[config.mk]
export PLATFORM = sky130hd
export DESIGN_NAME = control
export DESIGN_NICKNAME = d
export VERILOG_FILES = /design/src/rtl/control.sv
export SDC_FILE = /design/constraint.sdc
export NUM_CORES = 1
export LEC_CHECK = 0
export CAP_MARGIN = 10
export CORE_MARGIN = 2
export CORE_UTILIZATION = 40
export DETAILED_ROUTE_END_ITERATION = 8
export HOLD_SLACK_MARGIN = 0.03
export PLACE_DENSITY_LB_ADDON = 0.08
export SYNTH_ARGS = -nofsm -noshare
export SYNTH_HDL_FRONTEND = slang
export SYNTH_SLANG_ARGS = --single-unit
export TNS_END_PERCENT = 5
[constraint.sdc]
create_clock -name clk_12hz -period 2.3 [get_ports clk_12hz]
set_clock_uncertainty 0.15 [all_clocks]
set_input_delay 0.23 -clock clk_12hz [delete_from_list [all_inputs] [get_ports clk_12hz]]
set_output_delay 0.23 -clock clk_12hz [all_outputs]
set_load 0.02 [all_outputs]
[src/rtl/control.sv]
// control: front-panel controller for the guitar-pedal effect chain.
// It turns slide switches and push buttons into effect enables and per-effect
// option words, and drives the status LEDs. It runs on the 12 Hz UI clock.
// Optional feature macro: CONTROL_BLINK_EN. When it is defined, the EDIT-mode
// cursor LED blinks. When it is undefined, that LED is steady and the blink
// counter is not built.
module control #(
    parameter int HOLD_CYCLES = 8,
    parameter int BLINK_DIV   = 8
) (
    input  logic       clk_12hz,
    input  logic       rst_n,
    input  logic [7:0] switches,
    input  logic [2:0] butn_in,
    output logic [7:0] leds,
    output logic [3:0] en,
    output logic [3:0] options0,
    output logic [3:0] options1,
    output logic [3:0] options2,
    output logic [3:0] options3
);

    typedef enum logic {PLAY, EDIT} mode_t;

    localparam int              HW        = $clog2(HOLD_CYCLES + 1);
    localparam logic [HW-1:0]   HOLD_LAST = HW'(HOLD_CYCLES - 1);
    localparam logic [HW-1:0]   HOLD_MAX  = HW'(HOLD_CYCLES);

    logic [7:0] switches_s1, switches_s2;
    logic [2:0] butn_in_s1, butn_in_s2;
    logic [1:0] butn_prev;            // {left, right} as seen one cycle earlier
    logic       right_edge, left_edge;
    logic [1:0] cursor;
    mode_t      mode;
    logic [HW-1:0] hold_cnt;
    logic       armed;
    logic [3:0] opt [4];
    logic [3:0] cursor_onehot;
    logic       blink_on;

    // Two-flop synchronizers for the asynchronous board inputs, plus the
    // previous-cycle copy of the right/left buttons for edge detection.
    // NOTE: clocked state uses non-blocking assignments so every flop samples
    // the pre-edge value of the others; blocking here would collapse the chain.
    always_ff @(posedge clk_12hz or negedge rst_n) begin
        if (!rst_n) begin
            switches_s1 <= '0;
            switches_s2 <= '0;
            butn_in_s1  <= '0;
            butn_in_s2  <= '0;
            butn_prev   <= '0;
        end else begin
            switches_s1 <= switches;
            switches_s2 <= switches_s1;
            butn_in_s1  <= butn_in;
            butn_in_s2  <= butn_in_s1;
            butn_prev   <= {butn_in_s2[2], butn_in_s2[0]};
        end
    end

    assign right_edge    = butn_in_s2[0] & ~butn_prev[0];
    assign left_edge     = butn_in_s2[2] & ~butn_prev[1];
    assign cursor_onehot = 4'b0001 << cursor;

    // Cursor steps once per button press; simultaneous right+left cancel.
    always_ff @(posedge clk_12hz or negedge rst_n) begin
        if (!rst_n) begin
            cursor <= 2'd0;
        end else if (right_edge && !left_edge) begin
            cursor <= cursor + 2'd1;
        end else if (left_edge && !right_edge) begin
            cursor <= cursor - 2'd1;
        end
    end

    // Mode FSM: a long centre press toggles PLAY/EDIT exactly once per press.
    always_ff @(posedge clk_12hz or negedge rst_n) begin
        if (!rst_n) begin
            mode     <= PLAY;
            hold_cnt <= '0;
            armed    <= 1'b0;
        end else if (butn_in_s2[1]) begin
            if (hold_cnt != HOLD_MAX) begin
                hold_cnt <= hold_cnt + 1'b1;
            end
            if (hold_cnt == HOLD_LAST && !armed) begin
                mode  <= (mode == PLAY) ? EDIT : PLAY;
                armed <= 1'b1;
            end
        end else begin
            hold_cnt <= '0;
            armed    <= 1'b0;
        end
    end

    // Effect enables follow the switches; in EDIT the selected option word
    // follows the upper switches, using the pre-edge mode and cursor.
    // NOTE: the option words are four small registers, not a RAM, so they
    // take the async reset like any other flop.
    always_ff @(posedge clk_12hz or negedge rst_n) begin
        if (!rst_n) begin
            en <= '0;
            for (int i = 0; i < 4; i++) begin
                opt[i] <= '0;
            end
        end else begin
            en <= switches_s2[3:0];
            if (mode == EDIT) begin
                opt[cursor] <= switches_s2[7:4];
            end
        end
    end

    assign options0 = opt[0];
    assign options1 = opt[1];
    assign options2 = opt[2];
    assign options3 = opt[3];

`ifdef CONTROL_BLINK_EN
    localparam int            BW       = (BLINK_DIV > 1) ? $clog2(BLINK_DIV) : 1;
    localparam logic [BW-1:0] BLINK_LAST = BW'(BLINK_DIV - 1);
    localparam logic [BW-1:0] BLINK_HALF = BW'(BLINK_DIV / 2);

    logic [BW-1:0] blink_cnt;

    // Free-running blink divider; the LED is lit during the first half.
    always_ff @(posedge clk_12hz or negedge rst_n) begin
        if (!rst_n) begin
            blink_cnt <= '0;
        end else if (blink_cnt == BLINK_LAST) begin
            blink_cnt <= '0;
        end else begin
            blink_cnt <= blink_cnt + 1'b1;
        end
    end

    assign blink_on = (blink_cnt < BLINK_HALF);
`else
    assign blink_on = 1'b1;
`endif

    // Status LEDs show the enables in PLAY, and the selected option word plus
    // the cursor position in EDIT; they trail the state by one edge.
    always_ff @(posedge clk_12hz or negedge rst_n) begin
        if (!rst_n) begin
            leds <= '0;
        end else if (mode == PLAY) begin
            leds <= {4'b0000, en};
        end else begin
            leds <= {opt[cursor], blink_on ? cursor_onehot : 4'b0000};
        end
    end

endmodule

Word-level counts from Yosys, hierarchy flattened. Index checks and enable logic that the tools add are counted.

Flip-flop bits (word level): 60. Bits of input ports: 13. Output and inout bits: 28. Word-level logic and storage cells: 53.

Add/sub/neg operators: 3. Order comparisons: 2. Equality and inequality tests: 4. Shifts and indexed selects: 1. Mux-type cells: 14. Bitwise operators: 5. Reductions and logical operators: 9.

Operator list (number): $mux W4 (5); $bwmux W16 (1); $bmux W4 S2 (1); $demux W4 S2 (1); $mux W8 (1); $add A4 B1 Y4 const B (1); $eq A4 B3 Y1 const B (1); $logic_and A1 B1 Y1 (4); $mux W2 (2); $ne A2 B1 Y1 const B (2); $ne A4 B4 Y1 const B (1); $shl A1 B2 Y4 const A (1); $ge A3 B3 Y1 const B (1); $logic_not A1 Y1 (3); $lt A3 B1 Y1 const B (1); $mux W1 (3); $not A2 Y3 (1); $add A2 B1 Y2 const B (1); $and A1 B1 Y1 (2); $not A1 Y1 (2); $reduce_and A2 Y1 (1); $reduce_bool A2 Y1 (1); $sub A2 B1 Y2 const B (1).

Depth between registers and ports, before layout.
Word-level depth: 6. Mapped depth: 5.

Worst setup path after synthesis. No wires, ideal clock.

Path kind: flip-flop to flip-flop. From: register cursor[1]. To: register opt, in the netlist options0[0]. Library setup time: 0.125 ns. Arrival time: 1.102 ns. Path slack: 0.924 ns. Stages on the path, launching flop included: 4. Buffers on the path: 1. Clock period less this slack: 1.376 ns. Cells stage by stage: dfrtp_1 -> buf_4 -> nor3_4 -> mux2_2.

Cells in the longest elaborated chain, start to end: 6. Elaborated cells on any way between the ends: 7. Those cells by class: order compare (2); mux (3); bitwise (1); reduce/logical (1).

Ends and longest elaborated chain: start: declaration (line 33) `logic [1:0] cursor;`; start signal: assignment (line 70) `cursor <= cursor + 2'd1;`; start signal: assignment (line 72) `cursor <= cursor - 2'd1;`; $not A2 Y3 (implied by the code) (*) (line 109) `opt[cursor] <= switches_s2[7:4];`; $ge A3 B3 Y1 (implied by the code) / $lt A3 B1 Y1 (equally long branches) (line 109); $logic_and A1 B1 Y1 (implied by the code) (line 109); $mux W4 (implied by the code) (line 109); $demux W4 S2 (*) (line 109); $bwmux W16 (*) (line 109); end signal: indexed assignment (line 109); end: declaration (line 37) `logic [3:0] opt [4];`.

Every way passes the cells marked *; elsewhere a longest branch is shown, timed or not. A chain may end at the register's enable or synchronous reset.

Worst setup path after layout.
From: register cursor[0]. To: register opt, in the netlist options3[3].

The elaborated chain is that of the path after synthesis.

==> reports/metrics.json <==
{
  "finalWirelength": {"value": 3601, "unit": "µm"},
  "switching_share": {"value": 0.2898},
  "cts_tree": {"value": "done"},
  "avgRoutedWirePerCell": {"value": 14.35, "unit": "µm"},
  "internal-power": {"value": 2.236, "unit": "mW"},
  "floorplan.io_pins": {"value": 41},
  "die_area": {"value": 5841, "unit": "µm²"},
  "power_density": {"value": 1140, "unit": "nW/µm²"},
  "relSlewSlack": {"value": 0.5185},
  "synth_warnings": {"value": 0},
  "report.final.slew_viol_count": {"value": 0},
  "worst_slew_pin_slew": {"value": 0.7223, "unit": "ns"},
  "setup.worst_path.start": {"value": "cursor[0]"},
  "final.period_utilization": {"value": 0.7536},
  "cts.htree.levels": {"value": 3},
  "rows": {"value": 26},
  "worst-endpoint-arrival": {"value": 1.79, "unit": "ns"},
  "setup_violations": {"value": 0},
  "cts_setup_buffers": {"value": 0},
  "cts.sinks": {"value": 60},
  "crit_required": {"value": 2.36, "unit": "ns"},
  "start_util": {"value": 0.4135},
  "totalNegativeSetupSlack": {"value": 0, "unit": "ns"},
  "vdd_ir_drop_max": {"value": 0.6421, "unit": "mV"},
  "route.detailed.drc": {"value": 0},
  "gpl.final_weighted_congestion": {"value": 0.7449},
  "synthCells": {"value": 127},
  "die_w": {"value": 76.43, "unit": "µm"},
  "dpl.hpwl": {"value": 2464, "unit": "µm"},
  "dr.first_iter.drc_count": {"value": 45},
  "grt-ovfl-total": {"value": 0},
  "antenna_violations_before_repair": {"value": 0},
  "die_height": {"value": 76.43, "unit": "µm"},
  "detailedRoute.firstPassIterationCount": {"value": 3},
  "number_of_synthesized_register_bits": {"value": 60},
  "critPathBufInv": {"value": 0},
  "grt_setup_unrepaired": {"value": "no"},
  "seq_power_share": {"value": 0.462},
  "critical_path.startpoint_type": {"value": "flip-flop"},
  "rrSetupSlack": {"value": 0.57, "unit": "ns"},
  "worst_r2r_startpoint": {"value": "cursor[0]"},
  "io_buffers": {"value": 40},
  "synth_fp_nets": {"value": 143},
  "total_clock_buffers_created_by_cts": {"value": 9},
  "worstSkewPairLatency": {"value": 0.33, "unit": "ns"},
  "clock_power_share": {"value": 0.273},
  "num_vias": {"value": 1153},
  "fillers": {"value": 452},
  "avgSynthCellArea": {"value": 16.52, "unit": "µm²"},
  "grt_pass1_wl": {"value": 6072, "unit": "µm"},
  "ys_top_cells_by_area": {"value": "sky130_fd_sc_hd__dfrtp_1, sky130_fd_sc_hd__mux2_2, sky130_fd_sc_hd__mux4_2"},
  "critical_path.endpoint_type": {"value": "flip-flop"},
  "timing.max_cap.violations": {"value": 0},
  "finalHoldViolations": {"value": 0},
  "timing.critical_path.cells": {"value": "nand3_1 -> mux2_2"},
  "vias_per_cell": {"value": 4.594},
  "ctsRootBufferMaster": {"value": "sky130_fd_sc_hd__clkbuf_8"},
  "synth_sequential_area_ratio": {"value": 0.7156},
  "netSwitchingPower": {"value": 0.9123, "unit": "mW"},
  "period_minus_slack": {"value": 1.733, "unit": "ns"},
  "cpMaxStageDelayCell": {"value": "sky130_fd_sc_hd__dfrtp_1"},
  "first_global_vias": {"value": 1233},
  "timing.hold.worst.class": {"value": "in2reg"},
  "diodes": {"value": 0},
  "status": {"value": "complete, no violations"},
  "synthDominantCellAreaShare": {"value": 0.7156},
  "grtUsageTotal": {"value": 0.1402},
  "hold_start": {"value": "switches[6]"},
  "worstPathMaxFanout": {"value": 10},
  "power.combinational.fraction": {"value": 0.265},
  "flow.area_growth_from_synthesis": {"value": 31.66, "unit": "%"},
  "mappedNetlistArea": {"value": 2098, "unit": "µm²"},
  "cts.path.max_buffers": {"value": 2},
  "netlist-cell-type-count": {"value": 24},
  "top_achievable_clock_speed": {"value": 576.9, "unit": "MHz"},
  "post_cts_clock_slew_at_the_launch_and_capture_registers_of_the_worst_setup_and_hold_paths": {"value": 0.06, "unit": "ns"},
  "static-leakage-power": {"value": 1.246, "unit": "nW"},
  "post_route_cells_drive_above_1_share": {"value": 0.2044},
  "drt.antenna.violating_nets": {"value": 0},
  "cp_top_family": {"value": "flip-flops"},
  "placed_cells": {"value": 235},
  "synth_area_leader_cell": {"value": "sky130_fd_sc_hd__dfrtp_1"},
  "post_layout_nonfiller_instances": {"value": 251},
  "worst-setup-path-type": {"value": "reg2reg"},
  "design.core.area": {"value": 5075, "unit": "µm²"},
  "timing.critical_path.slowest_cell_delay": {"value": 0.68, "unit": "ns"},
  "final_nets": {"value": 193},
  "grt_start_max_net_pins": {"value": 61}
}
-- kinds of logic after synthesis --
| kind of cell | count (synthesis) | synth area share |
|---|---|---|
| simple gates | 22 | 0.06798 |
| compound gates | 6 | 0.01789 |
| buf+inv | 9 | 0.02206 |
| flops | 60 | 0.7156 |
| fa+ha+maj | 3 | 0.01789 |
| mux | 21 | 0.1336 |
| xor+xnor | 6 | 0.02504 |
-- per-stage QoR --
step	hold WS [ns]	area (µm²)	util	setup WS (ns)	power, mW
after floorplan	-0.2156	2098	-	0.9237	1.919
after global placement	0.1826	2565	0.5054	0.6036	2.304
after detailed placement	0.1847	2565	0.5054	0.5635	2.318
after CTS	0.1715	2763	0.5444	0.5571	3.194
after global routing	0.1780	2763	0.5444	0.4817	3.315
final	0.1873	2763	0.5444	0.5667	3.148
-- final timing paths --
path	endpoint	cells after the start
max	options3[3]	2
min	switches_s1[6]	1
max reg2reg	options3[3]	2
min in group asynchronous	hold_cnt[1]	3
max in group asynchronous	switches_s2[5]	3
min reg2reg	switches_s2[0]	0
-- area by class of cell --
| cell class | count | area [µm²] | share of cell area |
|---|---|---|---|
| well taps | 70 | 87.58 | 0.03170 |
| clock inverters | 1 | 5.005 | 0.001812 |
| flip-flops and latches | 60 | 1501 | 0.5435 |
| clock buffers | 14 | 182.7 | 0.06612 |
| multi-input cells | 58 | 550.5 | 0.1993 |
| inverters | 6 | 22.52 | 0.008152 |
| repair buffers | 42 | 412.9 | 0.1495 |
-- registers in the layout (all words and copies together), names as in the netlist, 4 cells and up --
signal,flops
leds,8
switches_s1,8
switches_s2,8
en,4
hold_cnt,4
options0,4
options1,4
options2,4
options3,4
-- worst reg2reg max path, cell delays in order (launching register included) --
cell and delay, ns:
sky130_fd_sc_hd__dfrtp_1 0.68, sky130_fd_sc_hd__nand3_1 0.41, sky130_fd_sc_hd__mux2_2 0.38
-- power by group through the flow --
stage	Combinational (mW)	Clock (mW)	Sequential [mW]
after floorplan	0.373	0	1.55
after global placement	0.833	0	1.47
after detailed placement	0.843	0	1.48
after CTS	0.849	0.888	1.46
after global routing	0.883	0.941	1.49
final	0.834	0.859	1.46
-- cells in the final DEF, fill, tap and decap left out, drive strengths merged --
cell type / instances
mux2: 16
inv: 6
nand3: 2
xnor2: 4
dfrtp: 60
a21boi: 1
nor4b: 1
nand2b: 2
mux2i: 1
mux4: 4
o21ai: 3
clkdlybuf4s50: 39
nor2b: 2
nand2: 2
ha: 3
clkbuf: 14
dlygate4sd3: 1
nor3: 1
o21a: 1
buf: 2
clkinv: 1
a21o: 1
and2: 6
xor2: 2
nor2: 2
nand3b: 4
-- cell usage after synthesis --
cell type and count:
sky130_fd_sc_hd__dfrtp_1 60, sky130_fd_sc_hd__mux2_2 16, sky130_fd_sc_hd__and2_1 6, sky130_fd_sc_hd__inv_1 6
sky130_fd_sc_hd__mux4_2 4, sky130_fd_sc_hd__nand3b_1 4, sky130_fd_sc_hd__xnor2_1 4, sky130_fd_sc_hd__ha_1 3
sky130_fd_sc_hd__o21ai_0 3, sky130_fd_sc_hd__nand2_1 2, sky130_fd_sc_hd__nand2b_1 2, sky130_fd_sc_hd__nand3_1 2
sky130_fd_sc_hd__nor2_1 2, sky130_fd_sc_hd__nor2b_1 2, sky130_fd_sc_hd__xor2_1 2, sky130_fd_sc_hd__a21boi_0 1
sky130_fd_sc_hd__a21o_1 1, sky130_fd_sc_hd__buf_4 1, sky130_fd_sc_hd__buf_6 1, sky130_fd_sc_hd__clkbuf_2 1
sky130_fd_sc_hd__mux2i_1 1, sky130_fd_sc_hd__nor3_4 1, sky130_fd_sc_hd__nor4b_1 1, sky130_fd_sc_hd__o21a_1 1
-- layer usage --
metal  routed length [µm]  GRT usage  vias up
met3                  149    0.03910       10
li1                     -          -      526
met2                 1682     0.2035       28
met1                 1647     0.1797      589
met5                    0          0        -
met4                  121     0.1036        0
-- what timing repair did --
item                      in CTS  in global routing
hold endpoints to repair      60                  0
gates resized for setup        0                  0
hold buffers                   1                  0
(Power assumes the default switching activity.)
